### config.mk
export PLATFORM = sky130hd
export DESIGN_NAME = alu_arbiter
export DESIGN_NICKNAME = d
export VERILOG_FILES = /design/src/rtl/alu_arbiter.sv
export SDC_FILE = /design/constraint.sdc
export NUM_CORES = 1
export LEC_CHECK = 0
export ABC_AREA = 0
export CELL_PAD_IN_SITES_DETAIL_PLACEMENT = 0
export CELL_PAD_IN_SITES_GLOBAL_PLACEMENT = 1
export CORE_UTILIZATION = 30
export CTS_CLUSTER_DIAMETER = 100
export DETAILED_ROUTE_END_ITERATION = 7
export GPL_TIMING_DRIVEN = 0
export MAX_ROUTING_LAYER = met4
export PLACE_DENSITY = 0.93
export SYNTH_ARGS = -nofsm -noshare
export SYNTH_HDL_FRONTEND = slang
export SYNTH_SLANG_ARGS = --single-unit
### constraint.sdc
create_clock -name clk -period 2.6 [get_ports clk]
set_input_delay 0.26 -clock clk [delete_from_list [all_inputs] [get_ports clk]]
set_output_delay 0.26 -clock clk [all_outputs]
set_load 0.005 [all_outputs]
### src/rtl/alu_arbiter.sv
// Round-robin front end that shares one combinational ALU between two requesters.
// One operation in flight: accept in IDLE, sample the ALU in EXEC, hold the response in RESP.
module alu_arbiter #(
    parameter int unsigned WIDTH = 32,
    parameter int unsigned OPW   = 3
) (
    input  logic             clk,
    input  logic             rst_n,
    input  logic             req0_valid,
    input  logic             req1_valid,
    output logic             req0_ready,
    output logic             req1_ready,
    input  logic [OPW-1:0]   req0_opcode,
    input  logic [OPW-1:0]   req1_opcode,
    input  logic [WIDTH-1:0] req0_rega,
    input  logic [WIDTH-1:0] req1_rega,
    input  logic [WIDTH-1:0] req0_regb,
    input  logic [WIDTH-1:0] req1_regb,
    output logic             rsp0_valid,
    output logic             rsp1_valid,
    input  logic             rsp0_ready,
    input  logic             rsp1_ready,
    output logic [WIDTH-1:0] rsp0_result,
    output logic [WIDTH-1:0] rsp1_result,
    output logic             rsp0_zero,
    output logic             rsp1_zero,
    output logic             rsp0_err,
    output logic             rsp1_err,
    output logic [OPW-1:0]   alu_opcode,
    output logic [WIDTH-1:0] alu_rega,
    output logic [WIDTH-1:0] alu_regb,
    input  logic [WIDTH-1:0] alu_result,
    input  logic             alu_zero
);

    localparam logic [OPW-1:0] OP_MAX = OPW'(5);

    typedef enum logic [1:0] {IDLE, EXEC, RESP} state_t;

    state_t           state_q, state_d;
    logic             grant_q, grant_d;
    logic             last_q, last_d;
    logic             sel_c, any_c, illegal_c, zero_c;
    logic [WIDTH-1:0] res_c;
    logic [OPW-1:0]   op_d;
    logic [WIDTH-1:0] a_d, b_d;
    logic             v0_d, v1_d, z0_d, z1_d, e0_d, e1_d;
    logic [WIDTH-1:0] r0_d, r1_d;

    // Next-state, arbitration and response capture
    always_comb begin
        state_d    = state_q;
        grant_d    = grant_q;
        last_d     = last_q;
        op_d       = alu_opcode;
        a_d        = alu_rega;
        b_d        = alu_regb;
        v0_d       = rsp0_valid;
        v1_d       = rsp1_valid;
        r0_d       = rsp0_result;
        r1_d       = rsp1_result;
        z0_d       = rsp0_zero;
        z1_d       = rsp1_zero;
        e0_d       = rsp0_err;
        e1_d       = rsp1_err;
        req0_ready = 1'b0;
        req1_ready = 1'b0;

        any_c = req0_valid | req1_valid;
        // Under contention the requester not served last wins
        sel_c = (req0_valid && req1_valid) ? ~last_q : req1_valid;

        // Illegal opcodes bypass the ALU with a fixed zero result
        illegal_c = alu_opcode > OP_MAX;
        res_c     = illegal_c ? '0 : alu_result;
        zero_c    = illegal_c | alu_zero;

        case (state_q)
            IDLE: begin
                if (any_c && rst_n) begin
                    req0_ready = ~sel_c;
                    req1_ready = sel_c;
                    grant_d    = sel_c;
                    op_d       = sel_c ? req1_opcode : req0_opcode;
                    a_d        = sel_c ? req1_rega : req0_rega;
                    b_d        = sel_c ? req1_regb : req0_regb;
                    state_d    = EXEC;
                end
            end
            EXEC: begin
                if (grant_q) begin
                    v1_d = 1'b1;
                    r1_d = res_c;
                    z1_d = zero_c;
                    e1_d = illegal_c;
                end else begin
                    v0_d = 1'b1;
                    r0_d = res_c;
                    z0_d = zero_c;
                    e0_d = illegal_c;
                end
                state_d = RESP;
            end
            RESP: begin
                if (grant_q ? rsp1_ready : rsp0_ready) begin
                    v0_d    = 1'b0;
                    v1_d    = 1'b0;
                    last_d  = grant_q;
                    state_d = IDLE;
                end
            end
            default: state_d = IDLE;
        endcase
    end

    always_ff @(posedge clk or negedge rst_n) begin
        if (!rst_n) begin
            state_q     <= IDLE;
            grant_q     <= 1'b0;
            last_q      <= 1'b1;
            alu_opcode  <= '0;
            alu_rega    <= '0;
            alu_regb    <= '0;
            rsp0_valid  <= 1'b0;
            rsp1_valid  <= 1'b0;
            rsp0_result <= '0;
            rsp1_result <= '0;
            rsp0_zero   <= 1'b0;
            rsp1_zero   <= 1'b0;
            rsp0_err    <= 1'b0;
            rsp1_err    <= 1'b0;
        end else begin
            state_q     <= state_d;
            grant_q     <= grant_d;
            last_q      <= last_d;
            alu_opcode  <= op_d;
            alu_rega    <= a_d;
            alu_regb    <= b_d;
            rsp0_valid  <= v0_d;
            rsp1_valid  <= v1_d;
            rsp0_result <= r0_d;
            rsp1_result <= r1_d;
            rsp0_zero   <= z0_d;
            rsp1_zero   <= z1_d;
            rsp0_err    <= e0_d;
            rsp1_err    <= e1_d;
        end
    end

endmodule

==> metrics.md <==
| Metric | Value |
|---|---|
| Largest net degree at the start of global routing | a little over 70 |
| Crit path largest cell delay | roughly 370 ps |
| Area share of the leading cell type in the synthesized netlist | 0.5800 |
| Clk sinks | about 140 |
| TritonCTS clock tree | done |
| HP Class | in -> reg |
| Most used cell, CP | buf_6 |
| Post-Place Cells | around 1200 |
| Skew-Pair Late Insertion Delay | approximately 420 ps |
| Warnings, synthesis | 0 |
| Routed length per placed instance | roughly 19 um |
| Post-Syn Area | a little over 6000 um2 |
| Global-route wire length before repair | 34420 um |
| Aggregate global routing overflow | 0 |
| Cells after synthesis | a little under 600 |
| # DRC | 0 |
| Clock slew at reported path FFs | ~60 ps |
| Worst slack, placed | -268.3 ps |
| Synth area leaders | dfrtp_1, a221o_1, nand2_1, o21ai_0, nor3_1 |
| Worst Path Required | 2340 ps |
| Clock root buffer | clkbuf_16 |
| Area grow syn2layout | 69.59% |
| Gpl congestion | around 0.84 |
| Worst Path Max Fanout | 10 |
| Crit-path cells | buf_6 > or3b_1 > buf_2 > buf_6 > buf_6 > nor3b_4 > clkdlybuf4s15_1 |
| Share of cells above drive strength 1 | 0.07676 |
| Final WS setup | around 75 ps |
| CTS Buf Count | 17 |
| Routed Antenna Nets | 0 |
| Syn Area/Cell | slightly above 10 um2 |
| Clock Path Buffers | 2 |
| Clock Skew | about 16 ps |
| Fin. max-slew vios | 0 |
| Worst path slowest cell | dfrtp_1 |
| Critical Path Start Type | flop |
| Top-level port count | approximately 310 |
| Post-route insts no fill | 1205 |
| Overall die height | ~140 um |
| Fmax | 396.0 MHz |
| Routed WL | around 23000 um |
| RSZ-0062 raised after global routing | no |
| Drt pass-1 iters | 5 |
| Post-Syn Nets | 770 |
| Layout Nets | between 1000 and 1500 |
| Distinct cell type count after synthesis | 24 |
| Power density over the cells | 1116 nW/um2 |
| Most frequent cells in the layout | clkdlybuf4s50_1, nand2_1, dfrtp_1, a221o_1, o21ai_0 |
| Number of synthesized register bits | 141 |
| Final hold violation count | 0 |
| Starting DRT DRC Count | 253 |
| Endpoints failing setup | 0 |
| Max IR drop VDD | approximately 0.44 mV |
| Crit path kind | reg -> out |
| Core area | ~20000 um2 |
| Final worst path period share | 0.9712 |
| Leakage | around 4.3 nW |
| Worst Path Arrival | 2270 ps |
| Critical Path End Type | output pin |
| Least-Margin Pin Slew | approximately 830 ps |
| Die area | just over 20000 um2 |
| Row cnt | 51 |
| Initial antenna violation count | 3 |
| Status | completed |
| Vias per Instance | slightly below 5 |
| # fillers | about 1800 |
| Max_slew headroom | 0.4488 |
| Vias in the first global route | slightly above 6000 |
| Vias | around 6000 |
| Hpwl dp | 16640 um |
| Yosys top cell by area | dfrtp_1 |
| # Post-CTS Setup Buffers | 0 |
| Final min period | about 2500 ps |
| Most common cell after layout, fill and taps aside | clkdlybuf4s50_1 |
| H-tree Lvls | 4 |
| Global Route Usage Sum | 0.2282 |
| Chip width | between 100 and 150 um |
| Port buffer count | 310 |
| Post-synthesis sequential area ratio | 0.5843 |
| Max_cap viols | 0 |
| Initial Util | 0.3084 |
==> layout make-up <==
class | count | area [um2] | share of cell area
multi-input cells | 394 | 2237 | 0.2184
inverters | 4 | 15.01 | 0.001466
clock buffers | 19 | 452.9 | 0.04421
flip-flops and latches | 141 | 3531 | 0.3447
clock inverters | 10 | 235.2 | 0.02296
diodes | 2 | 5.005 | 0.0004885
plain buffers | 57 | 264.0 | 0.02577
repair buffers | 313 | 3173 | 0.3097
well taps | 265 | 331.6 | 0.03236
==> flip-flops by register name, summed over array words and instances, names as in the netlist <==
signal and cells:
rsp1_valid 1, alu_rega 32, rsp0_result 32, rsp1_zero 1
rsp1_result 32, last_q 1, alu_regb 32, alu_opcode 3
state_q 2, rsp0_valid 1, grant_q 1, rsp0_zero 1
rsp0_err 1, rsp1_err 1
==> metrics by stage <==
stage                     setup TNS [ps]  total power (W)  hold WS [ps]  cell area [um2]    util
after global routing                   0          0.01210         427.5            10240  0.5230
after floorplan                        0         0.005512        -35.59             6041       -
after detailed placement          -390.0         0.008563         316.0             9504  0.4852
after CTS                              0          0.01152         398.3            10240  0.5228
after global placement           -985980         0.008471         460.5             9475  0.4837
final                                  0          0.01143         423.0            10240  0.5230
==> worst max-delay path, delay by kind of cell, from the launching register on <==
family	cells	cell delay, ps
buffers and inverters	5	890
AND/OR/NAND/NOR	2	570
flip-flops	1	370
==> synth_stat cells (all sizes together) <==
cell / instances
o2bb2ai: 2
buf: 19
nand2: 172
or3b: 2
o21ai: 70
nand3b: 2
mux2: 1
inv: 4
a21oi: 5
a31oi: 1
a221o: 67
nor3: 67
clkbuf: 39
and3: 1
dfrtp: 140
nor2: 1
nor2b: 1
nor3b: 2
dfstp: 1
==> final timing paths <==
path | start | endpoint | slack (ps) | cells after the start
setup / recovery | state_q[1]$_DFFE_PN0P_ | req0_ready | 70 | 7
hold / removal | alu_result[29] | rsp0_result[29]$_DFFE_PN0P_ | 420 | 3
setup reg to reg | state_q[1]$_DFFE_PN0P_ | alu_rega[30]$_DFFE_PN0P_ | 580 | 6
hold reg to reg | rsp0_result[14]$_DFFE_PN0P_ | rsp0_result[14]$_DFFE_PN0P_ | 480 | 2
max in group asynchronous | rst_n | state_q[0]$_DFFE_PN0P_ | 1410 | 3
min in group asynchronous | rst_n | last_q$_DFFE_PN1P_ | 760 | 2
==> timing repair <==
item / 4_1_cts / 5_1_grt
endpoints found under the hold margin: 69 / 0
gates cloned: 0 / 0
resized for setup: 4 / 2
hold buffers: 2 / 0
setup endpoints to repair: 2 / 2
==> cells by family (layout without fill, tap and decap cells) <==
| group | Yosys count | count (layout) | share of synthesized area |
|---|---|---|---|
| simple gates | 248 | 248 | 0.1903 |
| compound gates | 145 | 145 | 0.1771 |
| flops | 141 | 141 | 0.5843 |
| buf+inv | 62 | 403 | 0.04639 |
| mux | 1 | 1 | 0.001864 |
| other cells | 0 | 2 | 0 |
==> power breakdown <==
part           total (W)  switching (W)  internal, W  leakage, nW
Combinational    0.00464        0.00189      0.00275         2.26
Sequential       0.00391       0.000659      0.00325         1.74
Clock            0.00289       0.000952      0.00194        0.332
Total             0.0114        0.00350      0.00793         4.33
==> routing by layer <==
| layer | track usage | wire, um | vias to the layer above |
|---|---|---|---|
| met2 | 0.3804 | 11230 | 268 |
| met1 | 0.2727 | 9317 | 2895 |
| met4 | 0.05767 | 187 | 0 |
| met5 | - | 0 | - |
| li1 | - | - | 2788 |
| met3 | 0.05998 | 1845 | 18 |
Power figures use the tool's default switching activity.
==> edit (same settings) <==
`rsp1_result` no longer has a reset.
--- a/src/rtl/alu_arbiter.sv
+++ b/src/rtl/alu_arbiter.sv
@@ -124,7 +124,6 @@
             rsp0_valid  <= 1'b0;
             rsp1_valid  <= 1'b0;
             rsp0_result <= '0;
-            rsp1_result <= '0;
             rsp0_zero   <= 1'b0;
             rsp1_zero   <= 1'b0;
             rsp0_err    <= 1'b0;
@@ -139,7 +138,6 @@
             rsp0_valid  <= v0_d;
             rsp1_valid  <= v1_d;
             rsp0_result <= r0_d;
-            rsp1_result <= r1_d;
             rsp0_zero   <= z0_d;
             rsp1_zero   <= z1_d;
             rsp0_err    <= e0_d;
@@ -147,5 +145,9 @@
         end
     end
 
+    always_ff @(posedge clk) begin
+        rsp1_result <= r1_d;
+    end
+
 endmodule
 
Behaviour: differs if rst_n is asserted again (counterexample within 4 cycles, from zero or initial values and one cycle with rst_n low); with rst_n held inactive, the same outputs for 4 cycles.
==> edit against the unedited design <==
Wire length shrank 7.0%. Final area grew 0.16%. Sequential cell count is the same. Setup slack gained 0.040 ns. Sequential power shrank 4%. Critical path depth is the same. Synthesized area grew 0.33%. Power shrank 9.7%. Critical path type unchanged. Largest power group unchanged.
==> edit: results <==
[global_routing]
grt_max_degree = 48
grt_usage = 0.210
grt_pass1_wl_um = 31100
grt_pass1_vias = 5471
antenna_found_initial = 0

[layout]
fin_nets = 1000
num_antenna_cells = 0
layout-drive-gt1-share = 0.133

[yosys]
yosysSeqAreaShare = 0.609
synth_edf_count = 32
synth_common_cells = dfrtp_1, nand2_1, a221o_1
synthTopCellsByArea = dfrtp_1, edfxtp_1, a221o_1
syn_nets = 664
async_reset_ff_frac = 0.773
yosysUniqueCellTypes = 26

[setup_path]
rr_worst_depth = 3
rrSetupSlack_ns = 0.50
crit_arrival_ns = 2.23
r2r_start = state_q[1]
slowest_stage = dfrtp_1

[routing]
viasPerCell = 4.90
finalWirelength_um = 21000
drtIter0Drc = 193
dr.pass1.iters = 4

[power]
p_int_mw = 7.15
ir_drop_mv = 0.398
p_leak_nw = 4.09

[place]
place_hpwl_um = 15200
gp_congestion = 0.768
post_dp_cell_area_um2 = 9520

[sta]
hold-worst-slack_ns = 0.448
finClkSkew_ns = 0.0127

[clock_tree]
cts_root_buffer = clkbuf_16

[outcome]
status = finished clean
-- edit: cell types whose count changed in the layout (fill, tap and decap cells not counted), sizes merged, moves of 7 or more --
cell,change
clkbuf,-13
dfrtp,-32
nand2,-96
mux2,+32
o21ai,-64
edfxtp,+32
and2,+32
inv,+7
-- edit: how the worst min path moves through the flow --
stage	startpoint	endpoint	cells after the start
CTS	req1_regb[27]	alu_regb[27]	2
floorplan	rst_n	alu_opcode[0]	0
global placement	rsp0_err	rsp0_err	2
detailed placement	rst_n	alu_regb[28]	1
global route	req1_rega[17]	alu_rega[17]	2
finish	req1_rega[17]	alu_rega[17]	2
-- edit: logic make-up after synthesis --
logic type	count (synthesis)	synth area share
mux	33	0.0613
compound gates	81	0.124
flops	141	0.609
simple gates	184	0.163
buf+inv	52	0.0429
-- edit: final cells by class --
class                      count  area share
buffer                        46      0.0234
clock buffer                  17      0.0415
clock inverter                15      0.0167
inverter                       5     0.00183
multi-input combinational    298       0.206
sequential                   141       0.360
tap                          265      0.0323
timing repair buffer         318       0.319
-- edit: routing by layer --
| layer | up-vias | GRT usage | wire length, um |
|---|---|---|---|
| li1 | 2497 | - | - |
| met1 | 2621 | 0.245 | 8420 |
| met2 | 264 | 0.343 | 10200 |
| met3 | 36 | 0.0609 | 1970 |
| met4 | 0 | 0.0792 | 426 |
| met5 | - | - | 0 |
-- edit: power groups by stage --
stage          registers, mW  logic [mW]  clock network (mW)
6_report                3.75        4.10                2.48
5_1_grt                 3.85        4.43                2.61
4_1_cts                 3.75        4.16                2.53
3_5_place_dp            3.75        4.13                   0
3_3_place_gp            3.75        4.04                   0
2_1_floorplan           3.77        1.50                   0
-- edit: critical path: cells and delay by family, from the launching register on --
family                 cells  cell delay, ns
buffers and inverters      5            0.90
DFF                        1            0.37
and+or+nand+nor            2            0.52
-- edit: per-stage QoR --
step / setup WS [ns] / std cells / setup TNS [ns] / utilization
finish: 0.115 / 1105 / 0 / 0.522
global placement: -4.26 / 1066 / -634.70 / 0.483
CTS: 0.0000822 / 1106 / 0 / 0.522
detailed placement: -0.358 / 1067 / -1.95 / 0.485
floorplan: 0.863 / 491 / 0 / -
global route: 0.0423 / 1105 / 0 / 0.522
-- edit: timing repair --
item	CTS	global route
hold endpoints to repair	47	0
hold buffers	6	0
gates cloned	1	0
resized for setup	4	0
endpoints found under the setup margin	2	1
